**src/rtl/pl_mem_lsu.sv**
```systemverilog
// pl_mem_lsu: memory-stage load/store unit driving a variable-latency data-memory handshake
// Ports: M-stage inputs ALUResultM/WriteDataM/funct3M/ResultSrcM/MemWriteM;
//   pipeline outputs ReadDataM (extended load data), StallM (hold), AccessFaultM, BusErrM;
//   memory side dmem_req/we/addr/wdata/be out, dmem_ready/rdata in.
// Optional: define LSU_TIMEOUT_EN to abort a BUSY access after TIMEOUT_CYCLES without dmem_ready.
module pl_mem_lsu #(
  parameter int ADDR_W         = 32,
  parameter int TIMEOUT_CYCLES = 255
) (
  input  logic              clk,
  input  logic              rst_n,
  input  logic [31:0]       ALUResultM,
  input  logic [31:0]       WriteDataM,
  input  logic [2:0]        funct3M,
  input  logic [1:0]        ResultSrcM,
  input  logic              MemWriteM,
  output logic [31:0]       ReadDataM,
  output logic              StallM,
  output logic              AccessFaultM,
  output logic              BusErrM,
  output logic              dmem_req,
  output logic              dmem_we,
  output logic [ADDR_W-1:0] dmem_addr,
  output logic [31:0]       dmem_wdata,
  output logic [3:0]        dmem_be,
  input  logic              dmem_ready,
  input  logic [31:0]       dmem_rdata
);
  typedef enum logic [1:0] {IDLE, BUSY, DONE} state_t;
  state_t state_q, state_d;
  logic [ADDR_W-1:0] addr_q, addr_d;
  logic [31:0] wdata_q, wdata_d, rdata_q, rdata_d, sdata, ext;
  logic [3:0] be_q, be_d, sbe;
  logic we_q, we_d;
  logic [2:0] f3_q, f3_d;
  logic [1:0] off_q, off_d;
  logic access, legal, mis, fault, go, idle, busy, expire;
  logic [7:0] bsel;
  logic [15:0] hsel;
  always_comb begin
    access = MemWriteM | (ResultSrcM == 2'b01);
    // funct3[1:0]==11 is never legal; unsigned forms (1xx) exist only for byte/half loads
    legal = (funct3M[1:0] != 2'b11) & (!funct3M[2] | (!MemWriteM & !funct3M[1]));
    mis = (funct3M[1:0] == 2'b01 & ALUResultM[0]) | (funct3M[1:0] == 2'b10 & ALUResultM[1:0] != 2'b00);
    fault = access & (!legal | mis);
    go = access & !fault;
    sdata = funct3M[1:0] == 2'b00 ? {4{WriteDataM[7:0]}} :
            funct3M[1:0] == 2'b01 ? {2{WriteDataM[15:0]}} : WriteDataM;
    sbe = !MemWriteM ? 4'hF :
          funct3M[1:0] == 2'b00 ? 4'b0001 << ALUResultM[1:0] :
          funct3M[1:0] == 2'b01 ? 4'b0011 << {ALUResultM[1], 1'b0} : 4'hF;
    // extraction runs on the live dmem word so the captured register already holds the final value
    bsel = dmem_rdata[{off_q, 3'b000} +: 8];
    hsel = off_q[1] ? dmem_rdata[31:16] : dmem_rdata[15:0];
    ext = f3_q[1:0] == 2'b00 ? {{24{!f3_q[2] & bsel[7]}}, bsel} :
          f3_q[1:0] == 2'b01 ? {{16{!f3_q[2] & hsel[15]}}, hsel} : dmem_rdata;
  end
  assign idle = state_q == IDLE;
  assign busy = state_q == BUSY;
`ifdef LSU_TIMEOUT_EN
  localparam int CW = $clog2(TIMEOUT_CYCLES + 1);
  logic [CW-1:0] cnt_q, cnt_d;
  logic err_q;
  // ready on the limit cycle wins because expire requires !dmem_ready
  assign expire = busy & !dmem_ready & (cnt_q == CW'(TIMEOUT_CYCLES - 1));
  assign cnt_d = (busy & !dmem_ready) ? cnt_q + 1'b1 : '0;
  always_ff @(posedge clk or negedge rst_n)
    if (!rst_n) begin
      cnt_q <= '0;
      err_q <= 1'b0;
    end else begin
      cnt_q <= cnt_d;
      err_q <= expire;
    end
  assign BusErrM = err_q;
`else
  assign expire = 1'b0;
  assign BusErrM = 1'b0;
`endif
  always_comb begin
    state_d = state_q;
    addr_d = addr_q;
    wdata_d = wdata_q;
    be_d = be_q;
    we_d = we_q;
    f3_d = f3_q;
    off_d = off_q;
    rdata_d = rdata_q;
    case (state_q)
      IDLE: if (go) begin
        state_d = BUSY;
        addr_d = {ALUResultM[ADDR_W-1:2], 2'b00};
        wdata_d = MemWriteM ? sdata : '0;
        be_d = sbe;
        we_d = MemWriteM;
        f3_d = funct3M;
        off_d = ALUResultM[1:0];
      end
      BUSY: if (dmem_ready | expire) begin
        state_d = DONE;
        rdata_d = (dmem_ready & !we_q) ? ext : '0;
      end
      default: state_d = IDLE;
    endcase
  end
  always_ff @(posedge clk or negedge rst_n)
    if (!rst_n) begin
      state_q <= IDLE;
      addr_q <= '0;
      wdata_q <= '0;
      be_q <= '0;
      we_q <= 1'b0;
      f3_q <= '0;
      off_q <= '0;
      rdata_q <= '0;
    end else begin
      state_q <= state_d;
      addr_q <= addr_d;
      wdata_q <= wdata_d;
      be_q <= be_d;
      we_q <= we_d;
      f3_q <= f3_d;
      off_q <= off_d;
      rdata_q <= rdata_d;
    end
  // the IDLE-cycle outputs are combinational on the inputs, so gate them to keep reset outputs at 0
  assign StallM = rst_n & (busy | (idle & go));
  assign AccessFaultM = rst_n & idle & fault;
  assign dmem_req = busy;
  assign dmem_we = busy & we_q;
  assign dmem_addr = busy ? addr_q : '0;
  assign dmem_wdata = busy ? wdata_q : '0;
  assign dmem_be = busy ? be_q : '0;
  assign ReadDataM = state_q == DONE ? rdata_q : '0;
endmodule
```
**config.mk**
```make
export PLATFORM = sky130hd
export DESIGN_NAME = pl_mem_lsu
export DESIGN_NICKNAME = d
export VERILOG_FILES = /design/src/rtl/pl_mem_lsu.sv
export SDC_FILE = /design/constraint.sdc
export NUM_CORES = 1
export LEC_CHECK = 0
export CORE_UTILIZATION = 45
export CTS_CLUSTER_SIZE = 20
export DETAILED_ROUTE_END_ITERATION = 7
export PLACE_DENSITY = 0.79
export REMOVE_ABC_BUFFERS = 1
export SYNTH_ARGS = -nofsm -noshare
export SYNTH_HDL_FRONTEND = slang
export SYNTH_SLANG_ARGS = --single-unit
```
**constraint.sdc**
```tcl
create_clock -name clk -period 2.8 [get_ports clk]
set_input_delay 0.7 -clock clk [delete_from_list [all_inputs] [get_ports clk]]
set_output_delay 0.7 -clock clk [all_outputs]
set_load 0.005 [all_outputs]
```
* Word level (Yosys, flattened, before mapping)
Index checks and enable logic that the tools add are counted.
** Cells by class
- $lt $le $gt $ge :: 0
- Reductions and logical operators :: 14
- Multipliers :: 0
- Muxes and demuxes :: 17
- Bitwise gates (word level) :: 19
- Divide/modulo/power cells :: 0
- Equality and inequality tests :: 9
- $add $sub $neg :: 0
- Shifts and indexed selects :: 3
** Operator list (count)
- 2-to-1 mux 32 bit :: 9
- indexed part select 32 x 6 -> 8 bit :: 1
- 2-to-1 mux 16 bit :: 1
- 2-to-1 mux 4 bit :: 4
- AND 1 bit :: 14
- == test 2 x 1 -> 1 bit, second input constant :: 4
- zero test 1 bit :: 7
- zero test 2 bit :: 3
- != test 2 bit, second input constant :: 3
- AND reduction 2 bit :: 3
- bitwise OR 1 bit :: 5
- == test 2 bit, second input constant :: 2
- 2-to-1 mux 2 bit :: 2
- case mux 2 bit (2 select lines) :: 1
- << shifter 1 x 2 -> 4 bit, first input constant :: 1
- << shifter 2 x 2 -> 4 bit, first input constant :: 1
- nonzero test 2 bit :: 1
** Word-level totals
- Bits in writable memories :: 0
- Memory bits (read-only) :: 0
- Bits in registers :: 106
- Memories :: 0
- Latch bits :: 0

* Logic depth before layout (Yosys ltp)
- Word-level depth :: 12
- Depth in mapped cells :: 6
- Mapped depth without buffers :: 3

* Worst setup path after synthesis
OpenSTA, ideal clock, no wires.
- Kind :: input to output
- Start :: in MemWriteM
- End :: out StallM
- Data arrival time :: 1.837 ns
- Data required time :: 2.100 ns
- Stages on the path :: 6
- Buffers on the path :: 3
- Path slack :: 0.263 ns
- Cells stage by stage :: clkbuf_1 -> a221oi_2 -> o221ai_1 -> buf_4 -> buf_2 -> a21boi_1
** Between the ends
- Longest elaborated chain between the ends :: 12
- Elaborated cells between the ends (all ways) :: 13
- Those cells by class :: bitwise (10); reduce/logical (3)
** Ends and longest elaborated chain
- start: declaration :: line 16 : input logic MemWriteM,
- zero test 1 bit
- AND 1 bit :: line 43 : legal = (funct3M[1:0] != 2'b11) & (!funct3M[2] | (!MemWriteM & !funct3M[1]));
- bitwise OR 1 bit :: line 43
- AND 1 bit :: line 43
- zero test 1 bit :: line 45 : fault = access & (!legal | mis);
- bitwise OR 1 bit :: line 45
- AND 1 bit :: line 45
- zero test 1 bit :: line 46 : go = access & !fault;
- AND 1 bit (*) :: line 46
- AND 1 bit (*) :: line 127 : assign StallM = rst_n & (busy | (idle & go));
- bitwise OR 1 bit (*) :: line 127
- AND 1 bit (*) :: line 127
- end: declaration :: line 18 : output logic StallM,
Mark *: on every way between the ends. The rest lies on a longest branch, timed or not.

* Final worst setup path
- Start :: reg state_q[1]
- End :: out dmem_wdata[9]
** Between the ends
- Longest elaborated chain between the ends :: 2
** Ends and longest elaborated chain
- start: declaration :: line 30 : state_t state_q, state_d;
- start signal: assignment :: line 117 : state_q <= state_d;
- == test 2 x 1 -> 1 bit :: line 59 : assign busy = state_q == BUSY;
- 2-to-1 mux 32 bit :: line 132 : assign dmem_wdata = busy ? wdata_q : '0;
- end: declaration :: line 24 : output logic [31:0] dmem_wdata,
No other way between the ends.

==> results.sh <==
export IMPL_hold_slack_ns=0.1509
export IMPL_drt_wirelength_per_cell_um=17.95
export IMPL_worst_pin_slew_ns=1.078
export IMPL_cp_data_required_time_ns=2.10
export IMPL_design_area_sq_um=8756
export IMPL_synth_cell_area_sq_um=6185
export IMPL_dp_hpwl_mm=12.55
export IMPL_p_per_area_nw_per_um2=675.6
export IMPL_yosys_warnings=0
export IMPL_layout_commonest_cell="clkdlybuf4s50_1"
export IMPL_cts_root_buf="clkbuf_16"
export IMPL_grt_antenna_before_repair=2
export IMPL_grt_start_max_net_pins=51
export IMPL_finalHoldViolCount=0
export IMPL_fp_dieW_um=119.2
export IMPL_setup_worst_path_start_class="flop"
export IMPL_cts_hold_buffers_added=0
export IMPL_cts_setup_buffers=0
export IMPL_portBuffers=206
export IMPL_setup_slack_ns=0.09337
export IMPL_status="completed"
export IMPL_slew_headroom_pct=27.88
export IMPL_placed_cell_area_sq_um=8427
export IMPL_path_cells="nand2b_1 -> inv_1 -> buf_4 -> and2_1 -> clkdlybuf4s50_1"
export IMPL_maxCapViolCount=0
export IMPL_clock_fmax_ghz=0.3695
export IMPL_finalCritPeriodShare_pct=96.67
export IMPL_hp_class="input port to asynchronous set/reset pin"
export IMPL_ant_nets=0
export IMPL_grt_first_pass_wirelength_mm=27.95
export IMPL_num_rows=42
export IMPL_synth_avg_cell_area_sq_um=10.43
export IMPL_htreeDepth=3
export IMPL_skew_ns=0.005974
export IMPL_core_sq_um=13350
export IMPL_period_needed_ns=2.707
export IMPL_setup_viol=0
export IMPL_cp_slowest_stage_delay_ns=0.55
export IMPL_synth_cell_types=40
export IMPL_grt_ovfl_total=0
export IMPL_setup_tns_ns=0
export IMPL_leakage_nw=3.909
export IMPL_crit_path_max_fanout=30
export IMPL_drt_pre_antenna_iters=5
export IMPL_rsz0062_at_grt="true"
export IMPL_die_height_um=119.2
export IMPL_report_final_slew_viol_count=0
export IMPL_path_buf_inv=3
export IMPL_viasPerCell=5.424
export IMPL_ir_drop_mv=0.3236
export IMPL_ys_seq_area_share_pct=42.89
export IMPL_clk_latency_ns=0.34
export IMPL_io_pins=210
export IMPL_track_usage_pct=25.18
export IMPL_drtIter0Drc=372
export IMPL_cp_slowest_cell="clkdlybuf4s50_1"
export IMPL_syn2layout_area_growth_pct=41.57
export IMPL_routed_via_count=5245
export IMPL_layout_common_cells="199 x clkdlybuf4s50_1, 106 x dfrtp_1, 83 x and2_1"
export IMPL_critPathTopFamily="buffers and inverters"
export IMPL_gp_congestion=0.8326
export IMPL_grt_pass1_vias=5498
export IMPL_cp_arrival_ns=2.01
export IMPL_clk_pin_slew_worst_paths_ns=0.07
export IMPL_ys_ff_latch=106
export IMPL_fin_util_pct=65.60
export IMPL_drive_gt1_share_pct=15.46
export IMPL_cts_tree="built"
export IMPL_criticalPathCategory="flop to output port"
export IMPL_dp_slack_ns=-0.4496
export IMPL_totalWireLength_mm=17.36
export IMPL_clock_sinks=106
export IMPL_die_area_sq_um=14220
export IMPL_nNetsFinal=889
export IMPL_synth_cells=593
export IMPL_drc_errors=0
export IMPL_floorplan_initialDensity_pct=46.33
export IMPL_clockBufferDepth=2
export IMPL_cts_inserted_buffers=9
export IMPL_critPathCaptureType="output port"
-- per-stage QoR --
stage,power [mW],cells
global route,6.279,967
CTS,5.945,965
finish,5.915,967
detailed placement,4.636,949
global placement,4.517,949
floorplan,3.667,540
-- state kept, by name (all words and copies together), names as in the netlist --
register and flops:
rdata_q 32, wdata_q 32, state_q 2, off_q 2
f3_q 3, we_q 1, be_q 4, addr_q 30
-- repair_timing --
action / 4_1_cts / 5_1_grt
setup endpoints to repair: 2 / 12
cloned: 0 / 0
resized for setup: 10 / 1
pin swaps: 2 / 1
-- report_power, final --
group | total, mW | leakage, nW | switching, mW | internal (mW)
Sequential | 2.44 | 1.32 | 0.341 | 2.10
Clock | 1.29 | 0.149 | 0.570 | 0.720
Combinational | 2.18 | 2.44 | 0.963 | 1.22
-- cell usage after synthesis --
cell | instances | area (sq um)
nand3b_1 | 2 | 15.01
mux2_4 | 42 | 630.6
a21oi_1 | 10 | 50.05
o22ai_1 | 6 | 37.54
or2_0 | 1 | 6.260
buf_6 | 6 | 67.56
o31ai_1 | 13 | 97.59
mux2i_1 | 24 | 240.2
o41ai_1 | 18 | 157.7
inv_1 | 20 | 75.07
buf_4 | 4 | 30.03
buf_1 | 2 | 7.510
o221ai_2 | 1 | 15.01
nand2b_1 | 11 | 68.82
nand2_1 | 40 | 150.1
mux2_1 | 15 | 168.9
a211oi_1 | 17 | 127.6
and2_1 | 83 | 519.3
and4b_1 | 15 | 150.1
buf_2 | 13 | 65.06
dfrtp_1 | 106 | 2653
conb_1 | 1 | 3.750
o221ai_1 | 1 | 8.760
clkinv_1 | 1 | 3.750
o21ai_1 | 2 | 10.01
clkbuf_1 | 30 | 112.6
or3b_1 | 1 | 8.760
nor3_1 | 3 | 15.01
a21boi_1 | 1 | 7.510
nor3b_1 | 1 | 7.510
nor2_1 | 44 | 165.2
o21ai_0 | 12 | 60.06
nor4bb_1 | 1 | 10.01
mux2_2 | 21 | 236.5
or3b_2 | 8 | 70.07
nor2b_1 | 5 | 31.28
nor4_2 | 1 | 12.51
a221oi_2 | 1 | 15.01
o211ai_1 | 9 | 67.56
or3_1 | 1 | 6.260
-- logic make-up after synthesis --
kind of cell / Yosys count / synth area share [%]
compound gates: 91 / 10.58
flops: 106 / 42.89
buf+inv: 76 / 5.847
mux: 102 / 20.64
other cells: 1 / 0.06063
simple gates: 217 / 19.99
-- routing by layer --
layer	part of all wire [%]	track usage, %
met2	49	42.73
met5	0	0
met1	42	31.14
met3	7.1	5.699
met4	1.7	9.335
-- area by class of cell --
cell class / instances / area (sq um)
fillers: 1046 / 4592
multi-input cells: 413 / 3226
flip-flops and latches: 106 / 2653
repair buffers: 233 / 2270
clock buffers: 10 / 239.0
well taps: 176 / 220.2
inverters: 21 / 78.83
clock inverters: 6 / 65.06
diodes: 2 / 5.005
-- worst paths after layout --
path	start	endpoint	slack, ns	cells after the start
worst min-delay path	rst_n	wdata_q[9]	0.15	1
worst min register to register	rdata_q[5]	rdata_q[5]	0.47	2
worst max-delay path	state_q[1]	dmem_wdata[9]	0.09	5
max in group asynchronous	rst_n	rdata_q[23]	1.24	3
worst max register to register	f3_q[0]	rdata_q[24]	0.63	4
min in group clk	rdata_q[5]	rdata_q[5]	0.47	2
Note: power is estimated with default switching activity, not from simulation.
